==> src/rtl/wb_stage_pkg.sv <==
// ==========================================================================
// wb_stage_pkg : shared widths, write-back encodings and load funct3 codes.  Rev 1.0
// ==========================================================================
`default_nettype none

package wb_stage_pkg;

  localparam int DATA_WIDTH = 32;
  localparam int RD_WIDTH   = 5;

  localparam logic [1:0] WB_SEL_ALU  = 2'b00;
  localparam logic [1:0] WB_SEL_LOAD = 2'b01;
  localparam logic [1:0] WB_SEL_PC4  = 2'b10;
  localparam logic [1:0] WB_SEL_RSVD = 2'b11;

  localparam logic [2:0] LD_LB  = 3'b000;
  localparam logic [2:0] LD_LH  = 3'b001;
  localparam logic [2:0] LD_LW  = 3'b010;
  localparam logic [2:0] LD_LBU = 3'b100;
  localparam logic [2:0] LD_LHU = 3'b101;

  typedef enum logic [1:0] {
    ST_EMPTY     = 2'd0,
    ST_WAIT_LOAD = 2'd1,
    ST_READY     = 2'd2
  } wb_state_e;

endpackage

`default_nettype wire

==> src/rtl/wb_stage_load_ext.sv <==
// ==========================================================================
// load_ext : selects and sign/zero-extends the byte/half/word of a load.  Rev 1.0
// ==========================================================================
`default_nettype none

module load_ext #(
  parameter int DATA_WIDTH = wb_stage_pkg::DATA_WIDTH
) (
  input  logic [DATA_WIDTH-1:0] i_raw,
  input  logic [1:0]            i_addr,
  input  logic [2:0]            i_funct3,
  output logic [DATA_WIDTH-1:0] o_ext
);
  import wb_stage_pkg::*;

  logic [7:0]  w_byte;
  logic [15:0] w_half;

  always_comb begin
    w_byte = i_raw[7:0];
    case (i_addr)
      2'd1:    w_byte = i_raw[15:8];
      2'd2:    w_byte = i_raw[23:16];
      2'd3:    w_byte = i_raw[31:24];
      default: w_byte = i_raw[7:0];
    endcase
    // Halfword lane comes from addr[1] only; a misaligned addr[0] is ignored.
    w_half = i_addr[1] ? i_raw[31:16] : i_raw[15:0];

    o_ext = i_raw;
    case (i_funct3)
      LD_LB:   o_ext = {{(DATA_WIDTH-8){w_byte[7]}}, w_byte};
      LD_LH:   o_ext = {{(DATA_WIDTH-16){w_half[15]}}, w_half};
      LD_LBU:  o_ext = {{(DATA_WIDTH-8){1'b0}}, w_byte};
      LD_LHU:  o_ext = {{(DATA_WIDTH-16){1'b0}}, w_half};
      default: o_ext = i_raw;
    endcase
  end

endmodule

`default_nettype wire

==> src/rtl/wb_stage.sv <==
// ==========================================================================
// wb_stage : write-back stage holding one instruction, merging load data.  Rev 1.0
// ==========================================================================
`default_nettype none

module wb_stage #(
  parameter int DATA_WIDTH = wb_stage_pkg::DATA_WIDTH,
  parameter int RD_WIDTH   = wb_stage_pkg::RD_WIDTH
) (
  input  logic                  clk,
  input  logic                  rst_n,
  input  logic                  valid_mem,
  output logic                  allow_in_wb,
  input  logic                  mem_we,
  input  logic [RD_WIDTH-1:0]   mem_rd,
  input  logic [1:0]            mem_wb_sel,
  input  logic [DATA_WIDTH-1:0] mem_alu_result,
  input  logic [DATA_WIDTH-1:0] mem_pc,
  input  logic [2:0]            mem_load_type,
  input  logic                  rdata_valid,
  input  logic [DATA_WIDTH-1:0] rdata,
  input  logic                  allow_in_regfile,
  output logic                  we,
  output logic [RD_WIDTH-1:0]   wa,
  output logic [DATA_WIDTH-1:0] wd,
  output logic                  valid_wb,
  output logic                  ready_go_wb,
  output logic                  wb_pending_load
);
  import wb_stage_pkg::*;

  wb_state_e             r_state;
  wb_state_e             w_state_next;
  logic                  r_we;
  logic [RD_WIDTH-1:0]   r_rd;
  logic [1:0]            r_wb_sel;
  logic [DATA_WIDTH-1:0] r_alu;
  logic [DATA_WIDTH-1:0] r_pc;
  logic [2:0]            r_load_type;
  logic [DATA_WIDTH-1:0] r_load_data;
  logic [DATA_WIDTH-1:0] w_ext;
  logic [DATA_WIDTH-1:0] w_sel_data;
  logic                  w_retire;
  logic                  w_accept;
  logic                  w_capture;

  load_ext #(.DATA_WIDTH(DATA_WIDTH)) u_load_ext (
    .i_raw    (rdata),
    .i_addr   (r_alu[1:0]),
    .i_funct3 (r_load_type),
    .o_ext    (w_ext)
  );

  always_ff @(posedge clk or negedge rst_n) begin
    if (!rst_n) r_state <= ST_EMPTY;
    else        r_state <= w_state_next;
  end

  always_comb begin
    valid_wb        = (r_state != ST_EMPTY);
    wb_pending_load = (r_state == ST_WAIT_LOAD);
    ready_go_wb     = (r_state == ST_READY) || (wb_pending_load && rdata_valid);
    w_retire        = ready_go_wb && allow_in_regfile;
    allow_in_wb     = !valid_wb || w_retire;
    w_accept        = valid_mem && allow_in_wb;
    w_capture       = wb_pending_load && rdata_valid && !w_retire;

    w_state_next = r_state;
    if (w_accept)       w_state_next = (mem_wb_sel == WB_SEL_LOAD) ? ST_WAIT_LOAD : ST_READY;
    else if (w_retire)  w_state_next = ST_EMPTY;
    else if (w_capture) w_state_next = ST_READY;

    // While the load is outstanding the response is forwarded straight through.
    case (r_wb_sel)
      WB_SEL_LOAD: w_sel_data = wb_pending_load ? w_ext : r_load_data;
      WB_SEL_PC4:  w_sel_data = r_pc + DATA_WIDTH'(4);
      default:     w_sel_data = r_alu;
    endcase

    we = w_retire && r_we && (r_rd != '0);
    wa = valid_wb ? r_rd : '0;
    wd = valid_wb ? w_sel_data : '0;
  end

  always_ff @(posedge clk or negedge rst_n) begin
    if (!rst_n) begin
      r_we        <= 1'b0;
      r_rd        <= '0;
      r_wb_sel    <= WB_SEL_ALU;
      r_alu       <= '0;
      r_pc        <= '0;
      r_load_type <= LD_LW;
      r_load_data <= '0;
    end else if (w_accept) begin
      r_we        <= mem_we;
      r_rd        <= mem_rd;
      r_wb_sel    <= mem_wb_sel;
      r_alu       <= mem_alu_result;
      r_pc        <= mem_pc;
      r_load_type <= mem_load_type;
    end else if (w_capture) begin
      r_load_data <= w_ext;
    end
  end

endmodule

`default_nettype wire

==> config.mk <==
export PLATFORM = sky130hd
export DESIGN_NAME = wb_stage
export DESIGN_NICKNAME = d
export VERILOG_FILES = /design/src/rtl/wb_stage_pkg.sv /design/src/rtl/wb_stage_load_ext.sv /design/src/rtl/wb_stage.sv
export SDC_FILE = /design/constraint.sdc
export NUM_CORES = 1
export LEC_CHECK = 0
export BUFFER_PORTS_ARGS = -buffer_cell sky130_fd_sc_hd__buf_2
export CORE_UTILIZATION = 59
export CTS_CLUSTER_SIZE = 25
export DETAILED_ROUTE_END_ITERATION = 7
export PLACE_DENSITY = 0.95
export SYNTH_ARGS = -nofsm -noshare
export SYNTH_HDL_FRONTEND = slang
export SYNTH_SLANG_ARGS = --single-unit
==> constraint.sdc <==
create_clock -name clk -period 4.5 [get_ports clk]
set_input_delay 0.225 -clock clk [delete_from_list [all_inputs] [get_ports clk]]
set_output_delay 0.225 -clock clk [all_outputs]
set_load 0.02 [all_outputs]
==> reports/results.tsv <==
metric	value	unit
drv_cap	0	
die-width	108	µm
worstMarginPinSlew	1.02	ns
synth_top_area_share	40.8	%
synthTopCellsByArea	dfrtp_1 (41%), mux2_2 (7.3%), mux2_1 (6.6%)	
synth_seq_area_share	41.2	%
port_buffers	153	
dpl-instance-area	7390	µm²
wl_per_cell	19.1	µm
synth_area	6630	µm²
startpoint_type	register	
fin_tns_setup	0	ns
p_leak	3.32	nW
drc	0	
track_usage	33.1	%
clock_skew	0.0116	ns
crit_type	register to output port	
gp_congestion	0.981	
hpwl	13.3	mm
status	complete, no violations	
antenna_found_initial	0	
cp_cell_sequence	inv_1 > o21ai_1 > nand2_1 > a31o_2 > o21ai_0 > buf_2	
async_reset_ff_share	100	%
cp-end-kind	output port	
maxSlewHeadroom	31.7	%
max_stage_delay	1.14	ns
slew_viol_final	0	
cts.clk_slew.worst_paths	0.11	ns
fp.dieArea	11700	µm²
start_util	60.9	%
stdcell_area	7600	µm²
vias	6151	
first_iter_violations	628	
finalHoldViolations	0	
tritoncts	built	
worstRegToRegCells	5	
synth_cell_types	65	
cts.path.max_buffers	2	
syn_inst	700	
fillers	787	
cp_slowest_cell	dfstp_2	
gr-total-overflow	0	
cp_max_fo	52	
timing.final.crit_period	3.31	ns
dieHeight	108	µm
core	10900	µm²
critPathRequiredTime	4.28	ns
hold_class	input pin to register	
final_layout_size_suffix_gt1_share	28.8	%
ys_ff_latch	109	
via_per_inst	6.39	
cts_setup_buffers	0	
power_density	806	nW/µm²
wl	18.4	mm
rows	38	
post_cts_resized	0	
yosys.area.top_type	dfrtp_1	
root_buffer	clkbuf_8	
synth_edf_count	0	
cts_hold_buffers	1	
setup_viol	0	
vdd_drop_max	0.471	mV
whs_path_depth	2	
firstDrtPassIters	6	
cp_data_arrival_time	3.09	ns
htree_levels	3	
ios	154	
numCtsBuffers	9	
postSynthAreaPerCell	9.47	µm²
synth_flop_cell	dfrtp_1	
grt_first_pass_wirelength	29.8	mm
max_freq	302	MHz
rsz0062_at_grt	no	
fin_crit_sh	73.6	%
num_antenna_cells	0	
nets	933	
grt_max_degree	77	
cp_top_family	flip-flops	
crit_cells	6	
yosys_warnings	0	
cts_sinks	109	
first_global_vias	5945	
ant_nets	0	
area_growth_syn_to_layout	14.7	%
path_buf_inv	2	
clock_latency	0.38	ns
syn-num-nets	815	
## cell families after synthesis
group                      after synthesis  share of synthesized area (%)
DFF                                    109                           41.2
muxes                                   85                           14.5
xor gates and xnor gates                24                           3.17
AOI/OAI and AO/OA                      206                           20.2
and+or+nand+nor                        200                           15.6
adders and majority gates                4                          0.717
buffers and inverters                   72                           4.66
## flip-flops by register name, indices dropped and copies added, names as in the netlist
name,cells
r_alu,32
r_state,2
r_pc,32
r_wb_sel,2
r_load_type,3
r_rd,5
r_load_data,32
r_we,1
## power by group
part,switching (mW),internal [mW]
Clock,0.357,0.244
Sequential,0.522,1.46
Combinational,2.19,1.36
## metrics by stage
| step | instances | power, mW | hold WS [ns] | util (%) | setup WS (ns) |
|---|---|---|---|---|---|
| global route | 963 | 6.52 | 0.0315 | 69.8 | 1.04 |
| CTS | 963 | 6.07 | 0.0403 | 69.8 | 1.29 |
| floorplan | 700 | 4.39 | -0.0706 | - | 2.24 |
| detailed placement | 946 | 5.44 | 0.365 | 67.9 | 1.72 |
| global placement | 946 | 5.34 | 0.366 | 67.9 | 1.78 |
| finish | 963 | 6.13 | 0.0474 | 69.8 | 1.19 |
## placed cells by master (no fill, tap or decap), types with 13 or more instances in the layout
master    netlist  routed
buf_2          13     152
dfrtp_1       108     108
nand2_1        68      67
o21ai_0        50      50
mux2_2         43      43
a21oi_1        40      40
mux2_1         39      39
nor2_1         38      38
nand3_1        26      26
xnor2_1        23      23
inv_1          17      17
o21ai_1        15      15
nand2b_1       14      14
and2_1         13      13
## worst paths after layout
kind,from,end,slack (ns)
worst min register to register,r_load_data[22]$_DFFE_PN0P_,r_load_data[22]$_DFFE_PN0P_,0.49
worst max register to register,r_alu[1]$_DFFE_PN0P_,r_load_data[11]$_DFFE_PN0P_,1.86
min in group asynchronous,rst_n,r_rd[2]$_DFFE_PN0P_,0.46
max in group asynchronous,rst_n,r_alu[9]$_DFFE_PN0P_,2.92
worst max-delay path,r_load_type[1]$_DFFE_PN1P_,wd[6],1.19
worst min-delay path,mem_alu_result[30],r_alu[30]$_DFFE_PN0P_,0.05
## worst reg2reg max path: stages, from the launching register on
cell and delay [ns]:
dfrtp_1 0.75, mux2_4 0.39, a32oi_1 0.79, and2_1 0.31
a221oi_1 0.10, a21o_1 0.21
## synth_stat cells (5+ instances only)
library cell  count
a21boi_0          9
a21o_1            8
a21oi_1          40
a221oi_1         11
a22o_1            5
a31oi_1           8
and2_1           13
buf_2            13
buf_4             6
clkbuf_1         31
dfrtp_1         108
inv_1            17
mux2_1           39
mux2_2           43
nand2_1          68
nand2b_1         14
nand3_1          26
nand4_1           9
nor2_1           38
nor3_1            5
nor4_2            5
o21ai_0          50
o21ai_1          15
o221ai_1          5
o22ai_1           6
o31ai_1           8
xnor2_1          23
## per-layer routing
| metal | vias up | track usage (%) | share of wire (%) |
|---|---|---|---|
| met4 | 0 | 14.2 | 3.6 |
| li1 | 2781 | - | - |
| met5 | - | 0 | 0 |
| met2 | 410 | 49.4 | 45 |
| met1 | 2891 | 46.8 | 41 |
| met3 | 69 | 6.93 | 10 |
## layout make-up
| type | count | area, µm² | area share (%) |
|---|---|---|---|
| tap | 140 | 175 | 2.30 |
| timing repair buffer | 161 | 831 | 10.9 |
| clock buffer | 11 | 151 | 1.99 |
| inverter | 18 | 67.6 | 0.889 |
| sequential | 109 | 2730 | 35.9 |
| clock inverter | 5 | 48.8 | 0.642 |
| multi-input combinational | 519 | 3600 | 47.4 |
No activity file was read; power rests on OpenSTA's default activity.
